$ cat config.mk
export PLATFORM = sky130hd
export DESIGN_NAME = uc_pilha_param
export DESIGN_NICKNAME = d
export VERILOG_FILES = /design/src/rtl/uc_pilha_param.sv
export SDC_FILE = /design/constraint.sdc
export NUM_CORES = 1
export LEC_CHECK = 0
export CAP_MARGIN = 40
export CORE_ASPECT_RATIO = 1.75
export CORE_UTILIZATION = 46
export DETAILED_ROUTE_END_ITERATION = 16
export PLACE_DENSITY = 0.78
export SLEW_MARGIN = 20
export SYNTH_ARGS = -nofsm -noshare
export SYNTH_HDL_FRONTEND = slang
export SYNTH_SLANG_ARGS = --single-unit
$ cat constraint.sdc
create_clock -name clock -period 3.3 [get_ports clock]
set_clock_uncertainty 0.1 [all_clocks]
set_input_delay 0.825 -clock clock [delete_from_list [all_inputs] [get_ports clock]]
set_output_delay 0.825 -clock clock [all_outputs]
set_load 0.01 [all_outputs]
$ cat src/rtl/uc_pilha_param.sv
// Control unit for the stack processor: fetches from ROM, decodes, and sequences RAM, stack,
// temp registers and ALU through one-cycle strobes while tracking stack occupancy and traps.

module uc_pilha_param #(
   parameter int unsigned DATA_W      = 16,
   parameter int unsigned ADDR_W      = 5,
   parameter int unsigned PC_W        = 5,
   parameter int unsigned OP_W        = 5,
   parameter int unsigned STACK_DEPTH = 16,
   localparam int unsigned SP_W       = $clog2(STACK_DEPTH + 1)
) (
   input  logic                     clock,
   input  logic                     reset,
   input  logic                     start,
   input  logic [OP_W+ADDR_W-1:0]   inst,
   input  logic [DATA_W-1:0]        data_mem,
   input  logic                     controle_ula,
   output logic [PC_W-1:0]          a_rom,
   output logic                     rom_en,
   output logic [ADDR_W-1:0]        a_ram,
   output logic                     ram_en,
   output logic                     ram_wren,
   output logic                     pilha_en,
   output logic                     pilha_wren,
   output logic                     controle_pilha,
   output logic [DATA_W-1:0]        data_pilha,
   output logic                     load_temp1,
   output logic                     load_temp2,
   output logic [OP_W-1:0]          opcode,
   output logic [SP_W-1:0]          sp,
   output logic                     busy,
   output logic                     halted,
   output logic                     erro,
   output logic [1:0]               erro_cod
);

   localparam logic [3:0] StIdle   = 4'd0;
   localparam logic [3:0] StFetch  = 4'd1;
   localparam logic [3:0] StDecode = 4'd2;
   localparam logic [3:0] StRd     = 4'd3;
   localparam logic [3:0] StPushWr = 4'd4;
   localparam logic [3:0] StExec   = 4'd5;
   localparam logic [3:0] StWb     = 4'd6;
   localparam logic [3:0] StPopA   = 4'd7;
   localparam logic [3:0] StWr     = 4'd8;
   localparam logic [3:0] StLoadA  = 4'd9;
   localparam logic [3:0] StPopB   = 4'd10;
   localparam logic [3:0] StLoadB  = 4'd11;
   localparam logic [3:0] StBrEval = 4'd12;
   localparam logic [3:0] StNext   = 4'd13;
   localparam logic [3:0] StHalt   = 4'd14;
   localparam logic [3:0] StError  = 4'd15;

   localparam logic [OP_W-1:0] OpPush  = OP_W'(0);
   localparam logic [OP_W-1:0] OpPushI = OP_W'(1);
   localparam logic [OP_W-1:0] OpPushT = OP_W'(2);
   localparam logic [OP_W-1:0] OpPop   = OP_W'(3);
   localparam logic [OP_W-1:0] OpAluLo = OP_W'(4);
   localparam logic [OP_W-1:0] OpAluHi = OP_W'(12);
   localparam logic [OP_W-1:0] OpNot   = OP_W'(13);
   localparam logic [OP_W-1:0] OpGoto  = OP_W'(14);
   localparam logic [OP_W-1:0] OpCndLo = OP_W'(15);
   localparam logic [OP_W-1:0] OpCndHi = OP_W'(19);
   localparam logic [OP_W-1:0] OpHalt  = OP_W'(20);

   logic [3:0]             state_q, state_d;
   logic [PC_W-1:0]        pc_q, pc_d;
   logic [OP_W+ADDR_W-1:0] ir_q, ir_d;
   logic [SP_W-1:0]        sp_q, sp_d;
   logic [1:0]             cod_q, cod_d;
   logic                   taken_q, taken_d;

   logic [OP_W-1:0]   inst_op, ir_op;
   logic [ADDR_W-1:0] inst_arg, ir_arg;
   logic [1:0]        dec_pops;
   logic              dec_net_push, dec_illegal, dec_underflow, dec_overflow;
   logic              ir_is_alu, ir_is_cond;

   assign inst_op  = inst[OP_W+ADDR_W-1 -: OP_W];
   assign inst_arg = inst[ADDR_W-1:0];
   assign ir_op    = ir_q[OP_W+ADDR_W-1 -: OP_W];
   assign ir_arg   = ir_q[ADDR_W-1:0];

   assign ir_is_alu  = ir_op inside {[OpAluLo:OpAluHi]};
   assign ir_is_cond = ir_op inside {[OpCndLo:OpCndHi]};

   // Stack demand of the instruction arriving on inst; pushes that follow pops cannot overflow.
   always_comb begin
      dec_pops     = 2'd0;
      dec_net_push = 1'b0;
      dec_illegal  = 1'b0;
      if (inst_op > OpHalt) begin
         dec_illegal = 1'b1;
      end else if (inst_op inside {[OpAluLo:OpAluHi]}) begin
         dec_pops = 2'd2;
      end else if ((inst_op == OpPop) || (inst_op == OpNot) ||
                   (inst_op inside {[OpCndLo:OpCndHi]})) begin
         dec_pops = 2'd1;
      end else if (inst_op inside {OpPush, OpPushI, OpPushT}) begin
         dec_net_push = 1'b1;
      end
   end

   assign dec_underflow = 32'(dec_pops) > 32'(sp_q);
   assign dec_overflow  = dec_net_push && (sp_q == SP_W'(STACK_DEPTH));

   always_comb begin
      state_d = state_q;
      pc_d    = pc_q;
      ir_d    = ir_q;
      sp_d    = sp_q;
      cod_d   = cod_q;
      taken_d = taken_q;
      case (state_q)
         StIdle, StHalt, StError: begin
            if (start) begin
               pc_d    = '0;
               sp_d    = '0;
               cod_d   = 2'd0;
               taken_d = 1'b0;
               state_d = StFetch;
            end
         end
         StFetch: state_d = StDecode;
         StDecode: begin
            ir_d = inst;
            if (dec_illegal) begin
               cod_d   = 2'd3;
               state_d = StError;
            end else if (dec_underflow) begin
               cod_d   = 2'd2;
               state_d = StError;
            end else if (dec_overflow) begin
               cod_d   = 2'd1;
               state_d = StError;
            end else if (inst_op == OpPush) begin
               state_d = StRd;
            end else if (inst_op == OpPushI) begin
               state_d = StPushWr;
            end else if (inst_op == OpPushT) begin
               state_d = StExec;
            end else if (inst_op == OpGoto) begin
               pc_d    = PC_W'(inst_arg);
               state_d = StFetch;
            end else if (inst_op == OpHalt) begin
               state_d = StHalt;
            end else begin
               state_d = StPopA;
            end
         end
         StRd: state_d = StPushWr;
         StPushWr: begin
            sp_d    = sp_q + SP_W'(1);
            state_d = StNext;
         end
         StExec: state_d = ir_is_cond ? StBrEval : StWb;
         StWb: begin
            sp_d    = sp_q + SP_W'(1);
            state_d = StNext;
         end
         StPopA: begin
            sp_d    = sp_q - SP_W'(1);
            state_d = (ir_op == OpPop) ? StWr : StLoadA;
         end
         StWr:    state_d = StNext;
         StLoadA: state_d = ir_is_alu ? StPopB : StExec;
         StPopB: begin
            sp_d    = sp_q - SP_W'(1);
            state_d = StLoadB;
         end
         StLoadB: state_d = StExec;
         // A taken branch still goes through NEXT so both outcomes cost the same cycles.
         StBrEval: begin
            taken_d = controle_ula;
            state_d = StNext;
         end
         StNext: begin
            pc_d    = taken_q ? PC_W'(ir_arg) : pc_q + PC_W'(1);
            taken_d = 1'b0;
            state_d = StFetch;
         end
         default: state_d = StIdle;
      endcase
   end

   always_ff @(posedge clock or negedge reset) begin
      if (!reset) begin
         state_q <= StIdle;
         pc_q    <= '0;
         ir_q    <= '0;
         sp_q    <= '0;
         cod_q   <= 2'd0;
         taken_q <= 1'b0;
      end else begin
         state_q <= state_d;
         pc_q    <= pc_d;
         ir_q    <= ir_d;
         sp_q    <= sp_d;
         cod_q   <= cod_d;
         taken_q <= taken_d;
      end
   end

   always_comb begin
      rom_en         = (state_q == StFetch);
      ram_en         = (state_q == StRd) || (state_q == StWr);
      ram_wren       = (state_q == StWr);
      pilha_en       = (state_q == StPushWr) || (state_q == StWb) ||
                       (state_q == StPopA)   || (state_q == StPopB);
      pilha_wren     = (state_q == StPushWr) || (state_q == StWb);
      controle_pilha = (state_q == StWb);
      load_temp1     = (state_q == StLoadA);
      load_temp2     = (state_q == StLoadB);
      data_pilha     = '0;
      if (state_q == StPushWr) begin
         data_pilha = (ir_op == OpPush) ? data_mem : DATA_W'(ir_arg);
      end
      opcode   = (state_q inside {StIdle, StFetch, StDecode}) ? '0 : ir_op;
      busy     = !(state_q inside {StIdle, StHalt, StError});
      halted   = (state_q == StHalt);
      erro     = (state_q == StError);
      erro_cod = cod_q;
      sp       = sp_q;
      a_rom    = pc_q;
      a_ram    = ir_arg;
   end

endmodule

==> impl_metrics.env <==
export IMPL_outcome="completed"
export IMPL_gr_usage_all_layers_pct=26.4
export IMPL_synth_edff_count=0
export IMPL_fin_crit_sh_pct=98.5
export IMPL_drv_cap=0
export IMPL_min_path_type="flip-flop to flip-flop"
export IMPL_yosysWarningCount=0
export IMPL_critPathKind="input port to flip-flop"
export IMPL_drive_gt1_share_pct=13.3
export IMPL_yosys_area_top_type="dfrtp_1"
export IMPL_ys_flop_type="dfrtp_1"
export IMPL_end_kind="flip-flop"
export IMPL_hold_viol_final=0
export IMPL_diodes=0
export IMPL_dpl_cell_count=402
export IMPL_wl_um=6490
export IMPL_place_congestion=0.840
export IMPL_ios=79
export IMPL_irDropWorstVdd_mv=0.582
export IMPL_cts_repair_resized=0
export IMPL_clk_path_buf_depth=2
export IMPL_start_util_pct=48.2
export IMPL_first_iter_violations=60
export IMPL_cts_tree="yes"
export IMPL_die_y_um=94.9
export IMPL_fp_dieW_um=55.1
export IMPL_vias=2284
export IMPL_hpwl_um=5120
export IMPL_cts_sinks=27
export IMPL_syn_nets=314
export IMPL_worstPathRequired_ns=3.37
export IMPL_ctsHoldBuffers=0
export IMPL_fill_cells=444
export IMPL_final_common_cell="clkdlybuf4s50_1"
export IMPL_path_clk_slew_ns=0.10
export IMPL_nets=392
export IMPL_crit_path_start_kind="input port"
export IMPL_max_slew_margin_rel_pct=68.0
export IMPL_critPathArrivalTime_ns=3.32
export IMPL_finalCriticalPeriod_ns=3.25
export IMPL_drtPass1Iterations=4
export IMPL_power_mw=2.69
export IMPL_yosys_register_bits=27
export IMPL_setup_tns_ns=0
export IMPL_cts_buffers=3
export IMPL_root_buffer="clkbuf_8"
export IMPL_grt_max_degree=28
export IMPL_cp_max_fo=5
export IMPL_instances_no_fill=406
export IMPL_detail_route_antenna_nets=0
export IMPL_synthArstFlopShare_pct=100
export IMPL_final_cell_mix="78 x clkdlybuf4s50_1, 48 x nand2_1, 27 x dfrtp_1, 24 x nor2_1, 19 x buf_4"
export IMPL_gr_total_overflow=0
export IMPL_worst_pin_slew_ns=0.480
export IMPL_avgRoutedWirePerCell_um=16.0
export IMPL_die_area_um2=5230
export IMPL_p_leak_nw=1.34
export IMPL_via_per_inst=5.63
export IMPL_synth_top_cells_by_area="dfrtp_1 30%, nand2_1 7.9%, nor2_1 4.1%, a21oi_1 3.8%, mux2i_1 3.5%"
export IMPL_area_growth_pct=39.9
export IMPL_synth_top_cell_area_share_pct=29.8
export IMPL_syn_inst=277
export IMPL_timing_fmax_mhz=308
export IMPL_finalSetupViolCount=0
export IMPL_io_buffers=78
export IMPL_antenna_found_initial=0
export IMPL_coreArea_um2=4710
export IMPL_ys_seq_area_share_pct=29.8
export IMPL_grt_pass1_wl_um=10100
export IMPL_clk_latency_ns=0.27
export IMPL_synth_area_um2=2270
export IMPL_multi_input_area_um2=1440
export IMPL_rsz0062_at_grt="false"
export IMPL_cts_setup_buffers=0
export IMPL_avgSynthCellArea_um2=8.19
export IMPL_grt_pass1_vias=2192
export IMPL_power_density_nw_per_um2=849
export IMPL_drc=0
export IMPL_rows=33
export IMPL_seq_area_um2=676
export IMPL_htreeDepth=1
export IMPL_drv_slew=0
export IMPL_netlist_cell_type_count=58
-- report_power, final --
| part | internal, mW | switching, mW |
|---|---|---|
| clock network | 0.0858 | 0.113 |
| registers | 0.487 | 0.266 |
| logic | 0.905 | 0.838 |
| total | 1.48 | 1.22 |
-- synthesized netlist by cell type (2+ instances only) --
| library cell | count |
|---|---|
| and2_1 | 12 |
| inv_2 | 2 |
| mux2i_1 | 8 |
| or2_2 | 2 |
| xnor2_1 | 4 |
| o21ai_1 | 5 |
| o211a_1 | 2 |
| nor2_2 | 2 |
| nand3_1 | 9 |
| nor2b_1 | 7 |
| buf_6 | 3 |
| clkbuf_1 | 8 |
| mux2_4 | 5 |
| nand2b_1 | 8 |
| o22ai_1 | 4 |
| dfrtp_1 | 27 |
| nor2_1 | 25 |
| o21ai_0 | 10 |
| a211oi_1 | 3 |
| a21oi_1 | 17 |
| a22o_1 | 2 |
| ha_1 | 6 |
| o21a_1 | 3 |
| nor3b_1 | 2 |
| nor3_1 | 5 |
| o211ai_1 | 3 |
| buf_4 | 6 |
| inv_1 | 5 |
| nand2_1 | 48 |
| buf_2 | 6 |
-- critical path: stages --
cell             delay (ns)
clkdlybuf4s50_1        0.41
or2_2                  0.32
a211oi_1               0.26
ha_1                   0.30
a2111oi_1              0.44
o21ai_1                0.17
nand2b_1               0.17
a21oi_4                0.11
mux2_4                 0.31
-- registers in the layout, indices dropped and copies added, names as in the netlist --
| register | flops |
|---|---|
| a_rom | 5 |
| taken_q | 1 |
| state_q | 4 |
| sp | 5 |
| erro_cod | 2 |
| ir_q | 10 |
-- layer usage --
metal  wire length (um)  GRT usage (%)  vias up
met2               3740           51.0       72
met1               2360           27.8     1094
li1                   -              -     1102
met5                  0              0        -
met3                234           2.42       16
met4                159           7.71        0
-- through the flow --
stage	hold WS [ns]	instance area, um^2	worst slack, ns	util [%]
after CTS	0.428	3160	0.0373	67.2
after global routing	0.447	3170	0.0207	67.4
after global placement	0.403	3110	-0.116	66.2
after detailed placement	0.406	3110	-0.243	66.2
final	0.425	3170	0.0504	67.4
after floorplan	0.389	2270	0.243	-
-- path summary, 6_finish.rpt --
path,cells after the start,start,slack (ns),to
max,9,inst[6],0.05,a_rom[2]$_DFFE_PN0P_
min in group asynchronous,2,reset,0.81,ir_q[3]$_DFFE_PN0P_
min reg2reg,2,erro_cod[0]$_DFFE_PN0P_,0.43,erro_cod[0]$_DFFE_PN0P_
max reg2reg,10,state_q[1]$_DFFE_PN0P_,0.59,sp[4]$_DFFE_PN0P_
max in group asynchronous,2,reset,2.01,ir_q[0]$_DFFE_PN0P_
min,2,erro_cod[0]$_DFFE_PN0P_,0.43,erro_cod[0]$_DFFE_PN0P_
-- cells by family after synthesis --
group	count (synthesis)	share of synthesized area, %
compound gates	61	19.0
xor+xnor	5	1.93
fa+ha+maj	7	4.19
buf+inv	31	7.45
flops	27	29.8
mux	14	7.83
simple gates	132	29.8
-- layout make-up --
cell class	count	share of cell area, %
Multi-Input combinational cell	219	45.2
Tap cell	52	2.05
Clock buffer	3	1.30
Inverter	7	0.828
Sequential cell	27	21.3
Timing Repair Buffer	97	29.1
Clock inverter	1	0.237
Note: power is estimated with default switching activity, not from simulation.
